## src/rtl/fifo_drain_arb_pkg.sv

```systemverilog
// Shared definitions for the FIFO drain arbiter: FSM state encoding and the
// width helper used to size the channel index and burst counter.
package fifo_drain_arb_pkg;

    localparam logic ST_IDLE  = 1'b0;
    localparam logic ST_BURST = 1'b1;

    typedef enum logic {
        S_IDLE  = ST_IDLE,
        S_BURST = ST_BURST
    } state_e;

    // Bits needed to index 'value' items, never less than one.
    function automatic int clog2(input int value);
        int width;
        width = 1;
        for (int i = 1; i < 31; i++) begin
            if ((1 << i) < value) width = i + 1;
        end
        return width;
    endfunction

endpackage

```

## src/rtl/fifo_rr_pick.sv

```systemverilog
// Round-robin picker: returns the first set request bit strictly after ptr,
// wrapping modulo NUM_CH. ptr itself is checked last, so the previous winner
// has the lowest priority but is still chosen when it is the only requester.
module fifo_rr_pick
    import fifo_drain_arb_pkg::*;
#(
    parameter int NUM_CH = 4,
    parameter int CH_W   = clog2(NUM_CH)
) (
    input  logic [NUM_CH-1:0] req,
    input  logic [CH_W-1:0]   ptr,
    output logic              any,
    output logic [CH_W-1:0]   idx
);

    int              cand;
    logic [CH_W-1:0] cand_w;

    // Walk the ring from farthest to nearest so the nearest request wins.
    always_comb begin
        // NOTE: every variable gets a default before any branch, so no path leaves one unassigned and no latch is inferred.
        any    = |req;
        idx    = '0;
        cand   = 0;
        cand_w = '0;
        for (int i = NUM_CH; i >= 1; i--) begin
            cand = int'(ptr) + i;
            if (cand >= NUM_CH) cand = cand - NUM_CH;
            cand_w = CH_W'(cand);
            if (req[cand_w]) idx = cand_w;
        end
    end

endmodule

```

## src/rtl/fifo_drain_arbiter.sv

```systemverilog
// Round-robin read-side arbiter for NUM_CH first-word-fall-through FIFOs.
// Grants one channel at a time, drains up to MAX_BURST words from it onto a
// single valid/ready stream tagged with the channel number, and leaves one
// IDLE bubble between grants. Output data is taken straight from the FIFO head.
// Optional per-channel accepted-word counters: define DRAIN_ARB_STATS_EN.
module fifo_drain_arbiter
    import fifo_drain_arb_pkg::*;
#(
    parameter  int NUM_CH     = 4,
    parameter  int DATA_WIDTH = 16,
    parameter  int MAX_BURST  = 8,
    localparam int CH_W       = clog2(NUM_CH),
    localparam int BC_W       = clog2(MAX_BURST)
) (
    input  logic                         clk,
    input  logic                         rst,
    input  logic [NUM_CH-1:0]            ch_rd_empty,
    input  logic [NUM_CH*DATA_WIDTH-1:0] ch_rd_dat,
    output logic [NUM_CH-1:0]            ch_rd_ena,
    output logic                         out_valid,
    input  logic                         out_ready,
    output logic [DATA_WIDTH-1:0]        out_dat,
    output logic [CH_W-1:0]              out_ch,
    output logic                         out_last,
    output logic                         busy
`ifdef DRAIN_ARB_STATS_EN
    ,
    input  logic                         stat_clr,
    output logic [NUM_CH*32-1:0]         stat_words
`endif
);

    localparam logic [BC_W-1:0] BC_LAST = BC_W'(MAX_BURST - 1);

    state_e                state_q, state_d;
    logic [CH_W-1:0]       gnt_q, gnt_d;
    logic [CH_W-1:0]       rr_ptr_q, rr_ptr_d;
    logic [BC_W-1:0]       bcnt_q, bcnt_d;

    logic [NUM_CH-1:0]     req;
    logic                  pick_any;
    logic [CH_W-1:0]       pick_idx;
    logic [DATA_WIDTH-1:0] head_dat [NUM_CH];
    logic                  gnt_empty;
    logic                  hs;

    assign req       = ~ch_rd_empty;
    assign gnt_empty = ch_rd_empty[gnt_q];

    for (genvar i = 0; i < NUM_CH; i++) begin : g_head
        assign head_dat[i] = ch_rd_dat[i*DATA_WIDTH +: DATA_WIDTH];
    end

    fifo_rr_pick #(
        .NUM_CH (NUM_CH),
        .CH_W   (CH_W)
    ) u_pick (
        .req (req),
        .ptr (rr_ptr_q),
        .any (pick_any),
        .idx (pick_idx)
    );

    // Output mux, pop strobe and next-state; rst masks every strobe at once.
    always_comb begin
        out_valid = 1'b0;
        out_last  = 1'b0;
        ch_rd_ena = '0;
        busy      = 1'b0;
        out_dat   = head_dat[gnt_q];
        out_ch    = gnt_q;
        hs        = 1'b0;
        state_d   = state_q;
        gnt_d     = gnt_q;
        rr_ptr_d  = rr_ptr_q;
        bcnt_d    = bcnt_q;

        if (!rst && state_q == S_BURST) begin
            busy             = 1'b1;
            out_valid        = ~gnt_empty;
            out_last         = out_valid & (bcnt_q == BC_LAST);
            hs               = out_valid & out_ready;
            ch_rd_ena[gnt_q] = hs;
        end

        case (state_q)
            S_IDLE: begin
                if (pick_any) begin
                    gnt_d    = pick_idx;
                    rr_ptr_d = pick_idx;
                    bcnt_d   = '0;
                    state_d  = S_BURST;
                end
            end
            S_BURST: begin
                if (gnt_empty) begin
                    // Truncated burst: the granted FIFO ran dry.
                    state_d = S_IDLE;
                end else if (hs) begin
                    if (bcnt_q == BC_LAST) begin
                        state_d = S_IDLE;
                        bcnt_d  = '0;
                    end else begin
                        bcnt_d = bcnt_q + BC_W'(1);
                    end
                end
            end
            default: state_d = S_IDLE;
        endcase
    end

    // State register with synchronous reset.
    always_ff @(posedge clk) begin
        // NOTE: sequential state uses non-blocking assignments so every flop samples pre-edge values regardless of statement order.
        if (rst) begin
            state_q  <= S_IDLE;
            gnt_q    <= '0;
            rr_ptr_q <= CH_W'(NUM_CH - 1);
            bcnt_q   <= '0;
        end else begin
            state_q  <= state_d;
            gnt_q    <= gnt_d;
            rr_ptr_q <= rr_ptr_d;
            bcnt_q   <= bcnt_d;
        end
    end

`ifdef DRAIN_ARB_STATS_EN
    logic [31:0] stat_q [NUM_CH];

    // Per-channel accepted-word counters; clear wins over a same-cycle increment.
    always_ff @(posedge clk) begin
        // NOTE: this array is a handful of flops, not a RAM, so every entry is reset and cleared explicitly.
        if (rst || stat_clr) begin
            for (int i = 0; i < NUM_CH; i++) stat_q[i] <= '0;
        end else if (hs) begin
            stat_q[gnt_q] <= stat_q[gnt_q] + 32'd1;
        end
    end

    for (genvar i = 0; i < NUM_CH; i++) begin : g_stat
        assign stat_words[i*32 +: 32] = stat_q[i];
    end
`endif

endmodule

```

## config.mk

```make
export PLATFORM = sky130hd
export DESIGN_NAME = fifo_drain_arbiter
export DESIGN_NICKNAME = d
export VERILOG_FILES = /design/src/rtl/fifo_drain_arb_pkg.sv /design/src/rtl/fifo_rr_pick.sv /design/src/rtl/fifo_drain_arbiter.sv
export SDC_FILE = /design/constraint.sdc
export NUM_CORES = 1
export LEC_CHECK = 0
export BUFFER_PORTS_ARGS = -buffer_cell sky130_fd_sc_hd__clkbuf_2
export CELL_PAD_IN_SITES_DETAIL_PLACEMENT = 0
export CELL_PAD_IN_SITES_GLOBAL_PLACEMENT = 2
export CORE_ASPECT_RATIO = 0.9
export CORE_MARGIN = 2
export CORE_UTILIZATION = 20
export CTS_CLUSTER_SIZE = 30
export DETAILED_ROUTE_END_ITERATION = 12
export GPL_TIMING_DRIVEN = 1
export HOLD_SLACK_MARGIN = 0.08
export PLACE_DENSITY_LB_ADDON = 0.05
export SLEW_MARGIN = 20
export SYNTH_ARGS = -nofsm -noshare
export SYNTH_HDL_FRONTEND = slang
export SYNTH_HIERARCHICAL = 1
export SYNTH_SLANG_ARGS = --single-unit
```

## constraint.sdc

```tcl
create_clock -name clk -period 2.93 [get_ports clk]
set_clock_uncertainty 0.15 [all_clocks]
set_input_delay 0.4395 -clock clk [delete_from_list [all_inputs] [get_ports clk]]
set_output_delay 0.4395 -clock clk [all_outputs]
set_load 0.02 [all_outputs]
```

==> results_dict.tcl <==
set metrics [dict create \
    cts-buffers-inserted 3 \
    fin_crit_ns 2.22 \
    ant_nets 0 \
    cts_setup_buffers 0 \
    yosysUniqueCellTypes 32 \
    vias 1085 \
    die_w_um 78.8 \
    synth_fp_nets 160 \
    dp_slack_ns 0.874 \
    drive_gt1_share_pct 65.4 \
    worstSkewPairLatency_ns 0.22 \
    synth_top_area_share_pct 22.4 \
    ys_seq_area_share_pct 15.9 \
    ys_ff_latch 8 \
    syn_avg_cell_area_um2 11.6 \
    ctsResizeCount 0 \
    grt_pass1_vias 1146 \
    place_congestion 0.679 \
    syn_inst 87 \
    start_util_pct 20.8 \
    crit_fanout 11 \
    clkSlewWorstSetupHoldPaths_ns 0.04 \
    die-area_um2 5610 \
    start_kind "flop" \
    antenna_found_initial 0 \
    routed_via_density 4.39 \
    finish.instance_area_um2 1580 \
    required_ns 2.34 \
    drcViolationCount 0 \
    critPathKind "reg -> out" \
    maxSlewViolCount 0 \
    portBuffers 95 \
    yosysTopAreaCell "mux4_2" \
    nets 257 \
    h-tree-depth 1 \
    hpwlAfterDp_um 3170 \
    grt_pass1_wl_um 5620 \
    cts_buffer_depth 2 \
    crit_buf_inv 2 \
    crit_family "buffers and inverters" \
    grt_start_max_net_pins 14 \
    hold_viol 0 \
    power_leakage_nw 0.826 \
    tns_ns 0 \
    synth_common_cells "10 x mux4_2, 8 x dfxtp_1, 8 x nand2_1" \
    synth.cell_area_um2 1010 \
    diodes 0 \
    dpl_cell_area_um2 1530 \
    drt_iter0_drc 16 \
    period_share_pct 75.9 \
    synthArstFlopShare_pct 0 \
    synth_edf_count 0 \
    slowest_delay_ns 0.32 \
    ir_drop_uv 171 \
    num_rows 24 \
    yosysWarnings 6 \
    root_buffer "clkbuf_8" \
    coreArea_um2 4830 \
    dr.pass1.iters 4 \
    cts_tree "done" \
    wl_per_cell_um 14.8 \
    setup_slack_ns 0.705 \
    path_cells "buf_4 > mux2i_4 > a22oi_1 > nor2b_1 > clkbuf_2" \
    grt_overflow 0 \
    synth_ff_type "dfxtp_1" \
    clkSinkCount 8 \
    maxCapViolations 0 \
    relSlewSlack_pct 73.3 \
    cp.depth 5 \
    cp-end-kind "primary output" \
    fmax_mhz 449 \
    worstMarginPinSlew_ns 0.399 \
    grt_usage_pct 12.5 \
    yosysMostFrequentCell "mux4_2" \
    hp-class "in -> reg" \
    rsz0062_at_grt "no" \
    wirelength_um 3640 \
    powerDensity_nw_per_um2 379 \
    setup_violations 0 \
    synth_area_leaders "mux4_2 22%, dfxtp_1 16%, mux4_1 16%" \
    min_path_cells 2 \
    cp_slowest_cell "dfxtp_1" \
    postCtsHoldBufs 0 \
    ios 96 \
    status "complete, no violations" \
    die_y_um 71.3 \
    r2r_cells 3 \
    arrival_ns 1.64 \
    area_growth_pct 56.6 \
]
[worst reg2reg max path: cells and delay by family, from the launching register on]
kind / cells / cell delay (ns)
flops: 1 / 0.55
mux: 1 / 0.34
simple gates: 1 / 0.31
compound gates: 1 / 0.26
[state kept, by name (all words and copies together), names as in the netlist]
name / count
bcnt_q: 3
out_ch: 2
rr_ptr_q: 2
state_q: 1
[stage by stage]
| step | power (mW) | utilization [%] | std cells | hold slack (ns) |
|---|---|---|---|---|
| after floorplan | 0.362 | - | 87 | 0.354 |
| after global routing | 0.637 | 32.6 | 247 | 0.422 |
| after global placement | 0.470 | 31.7 | 244 | 0.398 |
| after detailed placement | 0.473 | 31.7 | 244 | 0.402 |
| after CTS | 0.607 | 32.6 | 247 | 0.398 |
| final | 0.596 | 32.6 | 247 | 0.407 |
[power by group]
part	switching, mW	leakage (nW)	total (mW)	internal [mW]
Clock	0.0400	0.0216	0.129	0.0887
Combinational	0.168	0.738	0.328	0.160
Sequential	0.0186	0.0658	0.140	0.122
Total	0.226	0.826	0.596	0.370
[worst paths after layout]
path,start,end,slack [ns]
setup / recovery,out_ch[0],out_last,0.71
hold / removal,rst,out_ch[1],0.41
setup reg to reg,out_ch[1],bcnt_q[2],1.19
hold reg to reg,bcnt_q[1],bcnt_q[1],0.41
[metal layers]
| metal | wire (µm) | vias up | track usage [%] |
|---|---|---|---|
| met2 | 1670 | 53 | 21.0 |
| met4 | 9 | 0 | 3.51 |
| li1 | - | 535 | - |
| met1 | 1650 | 495 | 16.9 |
| met3 | 309 | 2 | 2.02 |
| met5 | 0 | - | 0 |
[final cells by class]
type	count	area [µm²]
Clock buffer	3	41.3
Fill cell	516	3260
Inverter	6	22.5
Multi-Input combinational cell	67	772
Sequential cell	8	160
Tap cell	65	81.3
Timing Repair Buffer	98	498
[cell usage in the layout (no fill, tap or decap)]
cell and count:
o22ai_1 1, mux2_4 1, clkbuf_8 3, nor2_1 4, and2_1 1, nor3b_1 5
mux4_1 6, nor2b_1 3, and3b_1 1, and2b_1 1, mux4_2 10, buf_4 3
and4b_1 1, nand2b_1 4, clkbuf_2 95, nand2_1 8, o221ai_2 1, ha_1 2
inv_1 6, and4bb_2 1, mux2i_1 1, and3_1 1, dfxtp_1 8, a22oi_4 1
a22oi_1 1, a21oi_1 6, a21oi_2 1, mux2i_2 1, mux2i_4 1, and3_2 1
a31oi_1 1, mux2_1 2
[logic make-up (layout without fill, tap and decap cells)]
kind of cell,Yosys count,count (layout),share of synthesized area [%]
simple gates,31,31,18.4
mux,22,22,46.4
compound gates,12,12,9.45
buf+inv,12,107,7.34
flops,8,8,15.9
fa+ha+maj,2,2,2.49
(Power assumes the default switching activity.)
